File: src/rtl/usb_pkg.sv
`default_nettype none
// ============================================================================
// Module      : usb_pkg
// Description : Shared USB full-speed types: RX FSM states, PID codes and
//               packet type codes used by both the RX and TX control paths.
// Revision    : 1.0 - initial release
// ============================================================================
package usb_pkg;

    typedef enum logic [2:0] {
        ST_IDLE     = 3'd0,
        ST_PID      = 3'd1,
        ST_TOK1     = 3'd2,
        ST_TOK2     = 3'd3,
        ST_WAIT_EOP = 3'd4,
        ST_DATA     = 3'd5,
        ST_DONE     = 3'd6,
        ST_ERR      = 3'd7
    } rx_state_t;

    localparam logic [3:0] PID_OUT   = 4'b0001;
    localparam logic [3:0] PID_IN    = 4'b1001;
    localparam logic [3:0] PID_DATA0 = 4'b0011;
    localparam logic [3:0] PID_DATA1 = 4'b1011;
    localparam logic [3:0] PID_ACK   = 4'b0010;
    localparam logic [3:0] PID_NAK   = 4'b1010;

    typedef enum logic [2:0] {
        PKT_NONE = 3'd0,
        PKT_OUT  = 3'd1,
        PKT_IN   = 3'd2,
        PKT_DATA = 3'd3,
        PKT_ACK  = 3'd4,
        PKT_NAK  = 3'd5
    } usb_packet_t;

    // Upper nibble of a PID byte must be the ones-complement of the lower.
    function automatic logic pid_check_ok(input logic [7:0] b);
        return (b[7:4] == ~b[3:0]);
    endfunction

    function automatic usb_packet_t pid_decode(input logic [3:0] pid);
        case (pid)
            PID_OUT:   return PKT_OUT;
            PID_IN:    return PKT_IN;
            PID_DATA0: return PKT_DATA;
            PID_DATA1: return PKT_DATA;
            PID_ACK:   return PKT_ACK;
            PID_NAK:   return PKT_NAK;
            default:   return PKT_NONE;
        endcase
    endfunction

endpackage
`default_nettype wire

File: src/rtl/usb_rx_hold2.sv
`default_nettype none
// ============================================================================
// Module      : usb_rx_hold2
// Description : Two-byte delay pipeline that withholds the trailing CRC16 of a
//               DATA packet; emits the oldest byte once a third byte arrives.
// Revision    : 1.0 - initial release
// ============================================================================
module usb_rx_hold2 (
    input  logic       clk,
    input  logic       rst,
    input  logic       i_clr,
    input  logic       i_push,
    input  logic       i_block,
    input  logic [7:0] i_byte,
    output logic       o_full,
    output logic       o_store,
    output logic [7:0] o_data
);

    logic [7:0] r_h0;
    logic [7:0] r_h1;
    logic [1:0] r_fill;
    logic       r_store;
    logic [7:0] r_data;

    always_ff @(posedge clk) begin
        if (rst) begin
            r_h0    <= 8'h00;
            r_h1    <= 8'h00;
            r_fill  <= 2'd0;
            r_store <= 1'b0;
            r_data  <= 8'h00;
        end else begin
            r_store <= 1'b0;
            if (i_clr) begin
                r_h0   <= 8'h00;
                r_h1   <= 8'h00;
                r_fill <= 2'd0;
            end else if (i_push) begin
                if (r_fill == 2'd2) begin
                    // A blocked push leaves the pipeline untouched; the
                    // controller is abandoning the packet anyway.
                    if (!i_block) begin
                        r_store <= 1'b1;
                        r_data  <= r_h0;
                        r_h0    <= r_h1;
                        r_h1    <= i_byte;
                    end
                end else begin
                    if (r_fill == 2'd0) begin
                        r_h0 <= i_byte;
                    end else begin
                        r_h1 <= i_byte;
                    end
                    r_fill <= r_fill + 2'd1;
                end
            end
        end
    end

    assign o_full  = (r_fill == 2'd2);
    assign o_store = r_store;
    assign o_data  = r_data;

endmodule
`default_nettype wire

File: src/rtl/usb_rx_control.sv
`default_nettype none
// ============================================================================
// Module      : usb_rx_control
// Description : USB full-speed receive packet controller: SYNC/PID checking,
//               token field capture and CRC-stripped DATA payload streaming.
// Revision    : 1.0 - initial release
// ============================================================================
module usb_rx_control
    import usb_pkg::*;
#(
    parameter int         MAX_PAYLOAD = 64,
    parameter logic [7:0] SYNC_BYTE   = 8'h80
) (
    input  logic       clk,
    input  logic       rst,
    input  logic [7:0] rx_byte,
    input  logic       rx_byte_valid,
    input  logic       eop,
    output logic       rx_transfer_active,
    output logic [2:0] rx_packet,
    output logic [6:0] rx_address,
    output logic [3:0] rx_endpoint,
    output logic       store_rx_packet_data,
    output logic [7:0] rx_packet_data,
    output logic       rx_data_ready,
    output logic       rx_error
);

    localparam logic [6:0] c_max_payload = 7'(MAX_PAYLOAD);
    localparam logic [6:0] c_cnt_sat     = 7'h7F;

    rx_state_t   r_state;
    rx_state_t   w_next_state;
    usb_packet_t r_packet;
    logic [6:0]  r_address;
    logic [3:0]  r_endpoint;
    logic        r_error;
    logic        r_eop_seen;
    logic [6:0]  r_payload_cnt;

    logic        w_sync;
    logic        w_byte;
    logic        w_push;
    logic        w_full;
    logic        w_block;
    logic        w_err_eop;
    logic        w_pid_ok;
    usb_packet_t w_pid_pkt;

    assign w_sync    = (r_state == ST_IDLE) && rx_byte_valid && (rx_byte == SYNC_BYTE);
    assign w_byte    = rx_byte_valid && !eop;
    assign w_push    = (r_state == ST_DATA) && w_byte;
    assign w_block   = w_push && w_full && (r_payload_cnt >= c_max_payload);
    assign w_pid_ok  = pid_check_ok(rx_byte);
    assign w_pid_pkt = pid_decode(rx_byte[3:0]);

    always_comb begin
        w_next_state = r_state;
        w_err_eop    = 1'b0;
        case (r_state)
            ST_IDLE: begin
                if (w_sync) w_next_state = ST_PID;
            end
            ST_PID: begin
                if (eop) begin
                    w_next_state = ST_ERR;
                    w_err_eop    = 1'b1;
                end else if (rx_byte_valid) begin
                    if (!w_pid_ok) begin
                        w_next_state = ST_ERR;
                    end else begin
                        case (w_pid_pkt)
                            PKT_OUT, PKT_IN:   w_next_state = ST_TOK1;
                            PKT_DATA:          w_next_state = ST_DATA;
                            PKT_ACK, PKT_NAK:  w_next_state = ST_WAIT_EOP;
                            default:           w_next_state = ST_ERR;
                        endcase
                    end
                end
            end
            ST_TOK1, ST_TOK2: begin
                if (eop) begin
                    w_next_state = ST_ERR;
                    w_err_eop    = 1'b1;
                end else if (rx_byte_valid) begin
                    w_next_state = (r_state == ST_TOK1) ? ST_TOK2 : ST_WAIT_EOP;
                end
            end
            ST_WAIT_EOP: begin
                if (eop) begin
                    w_next_state = rx_byte_valid ? ST_ERR : ST_DONE;
                    w_err_eop    = rx_byte_valid;
                end else if (rx_byte_valid) begin
                    w_next_state = ST_ERR;
                end
            end
            ST_DATA: begin
                // Fewer than two held bytes at eop means no room for CRC16.
                if (eop) begin
                    if (rx_byte_valid || !w_full) begin
                        w_next_state = ST_ERR;
                        w_err_eop    = 1'b1;
                    end else begin
                        w_next_state = ST_DONE;
                    end
                end else if (w_block) begin
                    w_next_state = ST_ERR;
                end
            end
            ST_DONE: w_next_state = ST_IDLE;
            ST_ERR: begin
                if (eop || r_eop_seen) w_next_state = ST_IDLE;
            end
            default: w_next_state = ST_IDLE;
        endcase
    end

    always_ff @(posedge clk) begin
        if (rst) begin
            r_state       <= ST_IDLE;
            r_packet      <= PKT_NONE;
            r_address     <= 7'h00;
            r_endpoint    <= 4'h0;
            r_error       <= 1'b0;
            r_eop_seen    <= 1'b0;
            r_payload_cnt <= 7'h00;
        end else begin
            r_state    <= w_next_state;
            r_eop_seen <= w_err_eop;
            if (w_sync) begin
                r_error       <= 1'b0;
                r_packet      <= PKT_NONE;
                r_payload_cnt <= 7'h00;
            end else if ((w_next_state == ST_ERR) && (r_state != ST_ERR)) begin
                r_error <= 1'b1;
            end
            if ((r_state == ST_PID) && w_byte) begin
                r_packet <= w_pid_ok ? w_pid_pkt : PKT_NONE;
            end
            if ((r_state == ST_TOK1) && w_byte) begin
                r_address     <= rx_byte[6:0];
                r_endpoint[0] <= rx_byte[7];
            end
            if ((r_state == ST_TOK2) && w_byte) begin
                r_endpoint[3:1] <= rx_byte[2:0];
            end
            if (w_push && w_full && !w_block && (r_payload_cnt != c_cnt_sat)) begin
                r_payload_cnt <= r_payload_cnt + 7'd1;
            end
        end
    end

    usb_rx_hold2 u_hold2 (
        .clk     (clk),
        .rst     (rst),
        .i_clr   (w_sync),
        .i_push  (w_push),
        .i_block (w_block),
        .i_byte  (rx_byte),
        .o_full  (w_full),
        .o_store (store_rx_packet_data),
        .o_data  (rx_packet_data)
    );

    assign rx_transfer_active = (r_state != ST_IDLE);
    assign rx_data_ready      = (r_state == ST_DONE);
    assign rx_packet          = r_packet;
    assign rx_address         = r_address;
    assign rx_endpoint        = r_endpoint;
    assign rx_error           = r_error;

endmodule
`default_nettype wire

File: config.mk
export PLATFORM = sky130hd
export DESIGN_NAME = usb_rx_control
export DESIGN_NICKNAME = d
export VERILOG_FILES = /design/src/rtl/usb_pkg.sv /design/src/rtl/usb_rx_hold2.sv /design/src/rtl/usb_rx_control.sv
export SDC_FILE = /design/constraint.sdc
export NUM_CORES = 1
export LEC_CHECK = 0
export ABC_AREA = 1
export CAP_MARGIN = 10
export CORE_MARGIN = 5
export CORE_UTILIZATION = 53
export CTS_CLUSTER_DIAMETER = 60
export CTS_CLUSTER_SIZE = 8
export DETAILED_ROUTE_END_ITERATION = 10
export GPL_TIMING_DRIVEN = 0
export PLACE_DENSITY = 0.87
export SLEW_MARGIN = 20
export SYNTH_ARGS = -nofsm -noshare
export SYNTH_HDL_FRONTEND = slang
export SYNTH_SLANG_ARGS = --single-unit
File: constraint.sdc
create_clock -name clk -period 2 [get_ports clk]
set_clock_uncertainty 0.15 [all_clocks]
set_input_delay 0.6 -clock clk [delete_from_list [all_inputs] [get_ports clk]]
set_output_delay 0.6 -clock clk [all_outputs]
set_load 0.05 [all_outputs]
==> out/qor.tcl, run 1 <==
set qor(ir_worst_vdd_v) 0.0007656
set qor(numClockSinks) 53
set qor(number_of_instances_in_the_synthesized_netlist) 342
set qor(clk-insertion-delay-late_ns) 0.31
set qor(hp-class) {reg -> reg}
set qor(die_h_um) 78.53
set qor(critical_path_required_ns) 1.25
set qor(place.port_buffers) 35
set qor(synth_area_per_cell_um2) 7.277
set qor(fp.coreArea_um2) 4629
set qor(finalHoldWorstSlack_ns) 0.3044
set qor(drt_first_pass_iters) 5
set qor(fin_nets) 409
set qor(maximum_number_of_pins_on_one_net_before_global_route_repair) 20
set qor(seq_area_frac_synth_pct) 42.63
set qor(busiest_layer) {met2}
set qor(dpl_worst_slack_ns) -0.5723
set qor(timing_worst_slew_pin_value_ns) 0.4990
set qor(critical_path.max_stage_delay_ns) 0.52
set qor(holdCritStartpoint) {rx_error$_SDFFE_PP0P_}
set qor(r2r-start) {u_hold2.r_fill[0]$_SDFFE_PP0P_}
set qor(synth.top_cell.area_share_pct) 42.63
set qor(routed-via-count) 2434
set qor(critPathBufInv) 1
set qor(grt_overflow_total) 0
set qor(ctsHtreeMaxLevel) 2
set qor(power.leakage_nw) 1.437
set qor(yosys.area.top_type) {sky130_fd_sc_hd__dfxtp_1}
set qor(gr-usage-met1_pct) 24.81
set qor(critical_path.top_delay_family) {buffers and inverters}
set qor(first_global_vias) 2411
set qor(initial_core_util_pct) 53.76
set qor(path_cells) {clkdlybuf4s15_1}
set qor(timing.slew.headroom_pct) 66.86
set qor(tritoncts) {built}
set qor(gr-usage-met3_pct) 4.243
set qor(fin_util_pct) 67.38
set qor(first_pass_grt_wire_length_um) 10580
set qor(outcome) {completed}
set qor(synth_cell_types) 32
set qor(drive_above_1_share_pct) 15.70
set qor(report.final.setup_viol) 0
set qor(remaining_drc_errors) 0
set qor(timing.critical_path.arrival_ns) 1.22
set qor(cts.root.buffer_cell) {sky130_fd_sc_hd__clkbuf_8}
set qor(route.detailed.wl_per_inst_um) 13.63
set qor(tritoncts.num_buffers) 5
set qor(area_delta_synth_final_pct) 25.34
set qor(boundaryPins) 38
set qor(grt_antenna_before_repair) 0
set qor(n_antenna_cell) 0
set qor(final_critical_path_setup_slack_ns) 0.03408
set qor(cts.hold.buffers_added) 0
set qor(clock.fmax_ghz) 0.5087
set qor(synth_seq_cells) 53
set qor(synthesis.area_um2) 2489
set qor(clock_period_minus_worst_slack_ns) 1.966
set qor(hold_violations) 0
set qor(row_count) 25
set qor(postSynthNetCount) 357
set qor(slew_violations) 0
set qor(setup.worst_path.start_class) {register}
set qor(antenna_violating_nets_post_route) 0
set qor(cts.path.max_buffers) 2
set qor(cap_violations) 0
set qor(drc_marker_count_from_the_first_detailed_route_iteration) 172
set qor(cp_max_fo) 2
set qor(detailed_place_hpwl_um) 4270
set qor(critPathCaptureType) {primary output}
set qor(final_common_cell) {sky130_fd_sc_hd__nand2_1}
set qor(reg2reg_setup_slack_ns) 0.17
set qor(hold_end) {rx_error$_SDFFE_PP0P_}
set qor(yosysWarningCount) 0
set qor(routed_via_density) 5.421
set qor(layout.cells.most_common_list) {sky130_fd_sc_hd__nand2_1, sky130_fd_sc_hd__nor2_1, sky130_fd_sc_hd__dfxtp_1, sky130_fd_sc_hd__o21ai_0, sky130_fd_sc_hd__inv_1}
set qor(worst_hold_path_depth) 2
set qor(ff2ff_path_depth) 10
set qor(p_per_area_nw_per_um2) 745.1
set qor(netlist_top_cells_area) {sky130_fd_sc_hd__dfxtp_1, sky130_fd_sc_hd__nand2_1, sky130_fd_sc_hd__nor2_1}
set qor(path_class) {reg -> out}
set qor(fp.dieW_um) 78.53
set qor(period_utilization_pct) 98.30
set qor(met2_usage_pct) 37.69
set qor(cts.clk_slew.worst_paths_ns) 0.10
set qor(cell_with_the_biggest_individual_delay_on_the_critical_path) {sky130_fd_sc_hd__clkdlybuf4s15_1}
set qor(wirelength_um) 6119
set qor(rr_endpoint) {rx_error$_SDFFE_PP0P_}
set qor(gp_routability_congestion) 0.9030
set qor(finalPower_mw) 2.324
set qor(fp.dieArea_um2) 6166
set qor(globalRouteTotalUtil_pct) 21.07
[final cells by class]
| type | instances | area [um2] |
|---|---|---|
| Clock buffer | 5 | 68.82 |
| Tap cell | 54 | 67.56 |
| Sequential cell | 53 | 1070 |
| Fill cell | 388 | 1510 |
| Buffer | 13 | 78.83 |
| Multi-Input combinational cell | 238 | 1255 |
| Inverter | 38 | 148.9 |
| Timing Repair Buffer | 45 | 401.6 |
| Clock inverter | 3 | 28.78 |
[per-stage QoR]
stage,setup TNS (ns),area [um2],std cells
finish,0,3119,449
global route,-0.007523,3119,449
CTS,-0.2104,3038,446
detailed placement,-20.96,2912,431
global placement,-20.15,2912,431
floorplan,0,2494,342
[sequential cells by signal (all words and copies together) (netlist names)]
register         flops
r_payload_cnt        7
r_state              3
u_hold2.r_h1         8
rx_address           7
u_hold2.o_data       8
rx_error             1
u_hold2.r_fill       2
u_hold2.r_h0         8
rx_endpoint          4
u_hold2.o_store      1
r_eop_seen           1
rx_packet            3
[how the worst max path moves through the flow]
| stage | start | endpoint | cells after the start |
|---|---|---|---|
| finish | rx_packet[1]$_SDFFE_PP0P_ | rx_packet[1] | 1 |
| global route | r_state[2]$_SDFF_PP0_ | rx_data_ready | 3 |
| CTS | r_state[0]$_SDFF_PP0_ | rx_transfer_active | 3 |
| detailed placement | rx_byte[1] | rx_error$_SDFFE_PP0P_ | 10 |
| global placement | rx_byte[1] | rx_error$_SDFFE_PP0P_ | 10 |
| floorplan | r_state[2]$_SDFF_PP0_ | rx_data_ready | 2 |
[per-layer routing]
metal	share of wire (%)	up-vias
met5	0	-
met1	43	1101
met3	5.5	10
li1	-	1241
met2	50	82
met4	1.6	0
[where the power goes]
| group | switching [mW] | total (mW) | internal, mW |
|---|---|---|---|
| combinational | 0.347 | 0.526 | 0.179 |
| clock | 0.392 | 0.655 | 0.262 |
| sequential | 0.0479 | 1.14 | 1.10 |
[what timing repair did]
| action | in CTS | in global routing |
|---|---|---|
| setup endpoints to repair | 64 | 36 |
| setup buffers | 7 | 2 |
| gates cloned | 0 | 1 |
| pin swaps | 2 | 3 |
| resized for setup | 48 | 31 |
[cells in the mapped netlist]
library cell,n
sky130_fd_sc_hd__a211oi_1,8
sky130_fd_sc_hd__a211oi_2,2
sky130_fd_sc_hd__a21oi_1,25
sky130_fd_sc_hd__a221oi_1,2
sky130_fd_sc_hd__a22o_1,1
sky130_fd_sc_hd__a311oi_1,8
sky130_fd_sc_hd__a32o_1,1
sky130_fd_sc_hd__buf_1,1
sky130_fd_sc_hd__buf_2,7
sky130_fd_sc_hd__buf_6,2
sky130_fd_sc_hd__clkbuf_1,2
sky130_fd_sc_hd__clkbuf_2,1
sky130_fd_sc_hd__clkinv_1,1
sky130_fd_sc_hd__dfxtp_1,53
sky130_fd_sc_hd__ha_1,3
sky130_fd_sc_hd__inv_1,34
sky130_fd_sc_hd__inv_2,3
sky130_fd_sc_hd__nand2_1,61
sky130_fd_sc_hd__nand2_2,1
sky130_fd_sc_hd__nand2_4,1
sky130_fd_sc_hd__nand3_1,18
sky130_fd_sc_hd__nand3_2,1
sky130_fd_sc_hd__nand3_4,1
sky130_fd_sc_hd__nand4_1,2
sky130_fd_sc_hd__nand4_2,1
sky130_fd_sc_hd__nor2_1,60
sky130_fd_sc_hd__nor2_4,2
sky130_fd_sc_hd__nor3_1,4
sky130_fd_sc_hd__o21ai_0,32
sky130_fd_sc_hd__o21ai_4,1
sky130_fd_sc_hd__o221a_2,1
sky130_fd_sc_hd__or2_2,2
[cells by family (layout without fill, tap and decap cells)]
kind of cell / count (synthesis) / count (layout) / synth area share [%]
AO/OA/AOI/OAI: 81 / 81 / 20.26
flip-flops: 53 / 53 / 42.63
AND/OR/NAND/NOR: 154 / 154 / 26.90
buffers and inverters: 51 / 104 / 8.697
adder cells (fa/ha/maj): 3 / 3 / 1.508
No activity file was read; power rests on OpenSTA's default activity.
==> run 2, diff against run 1 <==
SLEW_MARGIN = not set   (was 20)
clock period = 2.2 ns   (was 2 ns; I/O delays follow)
==> run 2 against run 1 <==
Critical path depth grew 2. Register-to-register slack got worse by 0.02 ns. Sequential cell count unchanged. Via count grew 0.25%. Utilization fell by 1.2 points. Largest power group unchanged.
==> out/qor.tcl, run 2 (same netlist as run 1, synthesis figures left out) <==
set qor(routed-via-count) 2440 ;# +0.25%
set qor(fp.dieW_um) 78.53 ;# unchanged
set qor(report.final.setup_viol) 0 ;# unchanged
set qor(holdCritStartpoint) {rx_error$_SDFFE_PP0P_}
set qor(path_class) {reg -> out}
set qor(ir_worst_vdd_v) 0.0006492 ;# -15%
set qor(wirelength_um) 6087 ;# -0.52%
set qor(worst_hold_path_depth) 2 ;# unchanged
set qor(initial_core_util_pct) 53.76 ;# unchanged
set qor(clk-insertion-delay-late_ns) 0.32 ;# about the same
set qor(tritoncts.num_buffers) 5 ;# unchanged
set qor(grt_overflow_total) 0 ;# unchanged
set qor(cp_max_fo) 6 ;# +4
set qor(cap_violations) 0 ;# unchanged
set qor(n_antenna_cell) 0 ;# unchanged
set qor(outcome) {completed}
set qor(fin_util_pct) 66.16 ;# -1.2 points
set qor(fp.coreArea_um2) 4629 ;# unchanged
set qor(final_common_cell) {sky130_fd_sc_hd__nand2_1}
set qor(fin_nets) 407 ;# -0.49%
set qor(timing_worst_slew_pin_value_ns) 0.4953 ;# -0.003738 ns
set qor(grt_antenna_before_repair) 0 ;# unchanged
set qor(finish.instance_area_um2) 3063 ;# -1.8%
set qor(drc_marker_count_from_the_first_detailed_route_iteration) 129 ;# -25%
set qor(slew_violations) 0 ;# unchanged
set qor(hp-class) {reg -> reg}
set qor(area_delta_synth_final_pct) 23.08
set qor(drive_above_1_share_pct) 13.23 ;# -2.5 points
set qor(setup.worst_path.start_class) {register}
set qor(ctsHtreeMaxLevel) 2 ;# unchanged
set qor(period_utilization_pct) 95.04
set qor(reg2reg_setup_slack_ns) 0.15 ;# -0.02 ns
set qor(layout.cells.most_common_list) {sky130_fd_sc_hd__nand2_1, sky130_fd_sc_hd__nor2_1, sky130_fd_sc_hd__dfxtp_1, sky130_fd_sc_hd__inv_1, sky130_fd_sc_hd__o21ai_0}
set qor(die_h_um) 78.53 ;# unchanged
set qor(drt_first_pass_iters) 4 ;# -1
set qor(antenna_violating_nets_post_route) 0 ;# unchanged
set qor(clock.fmax_ghz) 0.4783
set qor(critPathCaptureType) {primary output}
set qor(first_global_vias) 2401 ;# -0.41%
set qor(ff2ff_path_depth) 10 ;# unchanged
set qor(dpl_cell_area_um2) 2912 ;# unchanged
set qor(cts.clk_slew.worst_paths_ns) 0.10 ;# about the same
set qor(remaining_drc_errors) 0 ;# unchanged
set qor(critPathLaunch) {r_state[0]$_SDFF_PP0_}
set qor(critical_path_required_ns) 1.39 ;# +0.14 ns
set qor(power.leakage_nw) 1.462 ;# +1.7%
set qor(finalHoldWorstSlack_ns) 0.3047 ;# +0.0003700 ns
set qor(tritoncts) {built}
set qor(row_count) 25 ;# unchanged
set qor(first_pass_grt_wire_length_um) 10430 ;# -1.4%
set qor(r2r-start) {u_hold2.r_fill[0]$_SDFFE_PP0P_}
set qor(maximum_number_of_pins_on_one_net_before_global_route_repair) 20 ;# unchanged
set qor(routed_via_density) 5.459 ;# +0.70%
set qor(fillerInstances) 396 ;# +2.1%
set qor(place.port_buffers) 35 ;# unchanged
set qor(cts.root.buffer_cell) {sky130_fd_sc_hd__clkbuf_8}
set qor(fp.dieArea_um2) 6166 ;# unchanged
set qor(hold_violations) 0 ;# unchanged
set qor(timing.slew.headroom_pct) 66.98 ;# +0.12 points
set qor(timing.critical_path.arrival_ns) 1.28 ;# +0.06 ns
set qor(numClockSinks) 53 ;# unchanged
set qor(route.detailed.wl_per_inst_um) 13.62 ;# about the same
set qor(detailed_place_hpwl_um) 4270 ;# unchanged
set qor(cts.path.max_buffers) 2 ;# unchanged
set qor(clock_period_minus_worst_slack_ns) 2.091
set qor(unrepaired_setup_endpoints_after_global_routing) {false}
set qor(globalRouteTotalUtil_pct) 20.83 ;# -0.24 points
set qor(p_per_area_nw_per_um2) 676.4 ;# -9.2%
set qor(boundaryPins) 38 ;# unchanged
set qor(gp_routability_congestion) 0.9030 ;# unchanged
## run 2: layout make-up
class,count,area (um2),area share (%)
clock buffer,5,68.82,2.247
tap,54,67.56,2.206
multi-input combinational,238,1226,40.03
inverter,38,143.9,4.698
clock inverter,3,28.78,0.9395
sequential,53,1064,34.72
timing repair buffer,43,385.4,12.58
buffer,13,78.83,2.574
## run 2: path summary, 6_finish.rpt
kind / endpoint
max: rx_transfer_active
min: rx_error$_SDFFE_PP0P_
min reg2reg: rx_error$_SDFFE_PP0P_
max reg2reg: rx_error$_SDFFE_PP0P_
## run 2: metrics by stage
| step | cells | setup TNS (ns) | setup slack, ns | power [mW] |
|---|---|---|---|---|
| 6_report | 447 | 0 | 0.1091 | 2.072 |
| 2_1_floorplan | 342 | 0 | 0.2139 | 1.349 |
| 5_1_grt | 447 | 0 | 0.01289 | 2.178 |
| 3_5_place_dp | 431 | -13.43 | -0.4323 | 1.480 |
| 3_3_place_gp | 431 | -12.71 | -0.4108 | 1.475 |
| 4_1_cts | 446 | 0 | 0.0008790 | 2.056 |
## run 2: power by group
part,internal [mW],switching [mW]
clock,0.239,0.366
sequential,0.992,0.0386
combinational,0.135,0.301
## run 2: per-layer routing
metal / wire length (um) / track usage [%]
met3: 304 / 4.128
met2: 3004 / 36.93
met5: 0 / 0
met4: 93 / 7.692
met1: 2684 / 24.66
## run 2: repair_timing
action | 4_1_cts | 5_1_grt
hold buffers | 0 | 0
resized for setup | 39 | 14
pin swaps | 1 | 0
setup endpoints to repair | 39 | 14
cloned | 0 | 0
buffers inserted | 7 | 1
## run 2: critical path, stage by stage (launching register included)
cell and delay (ns):
sky130_fd_sc_hd__dfxtp_1 0.50, sky130_fd_sc_hd__nor2_2 0.09, sky130_fd_sc_hd__nand2_1 0.13, sky130_fd_sc_hd__clkbuf_4 0.25
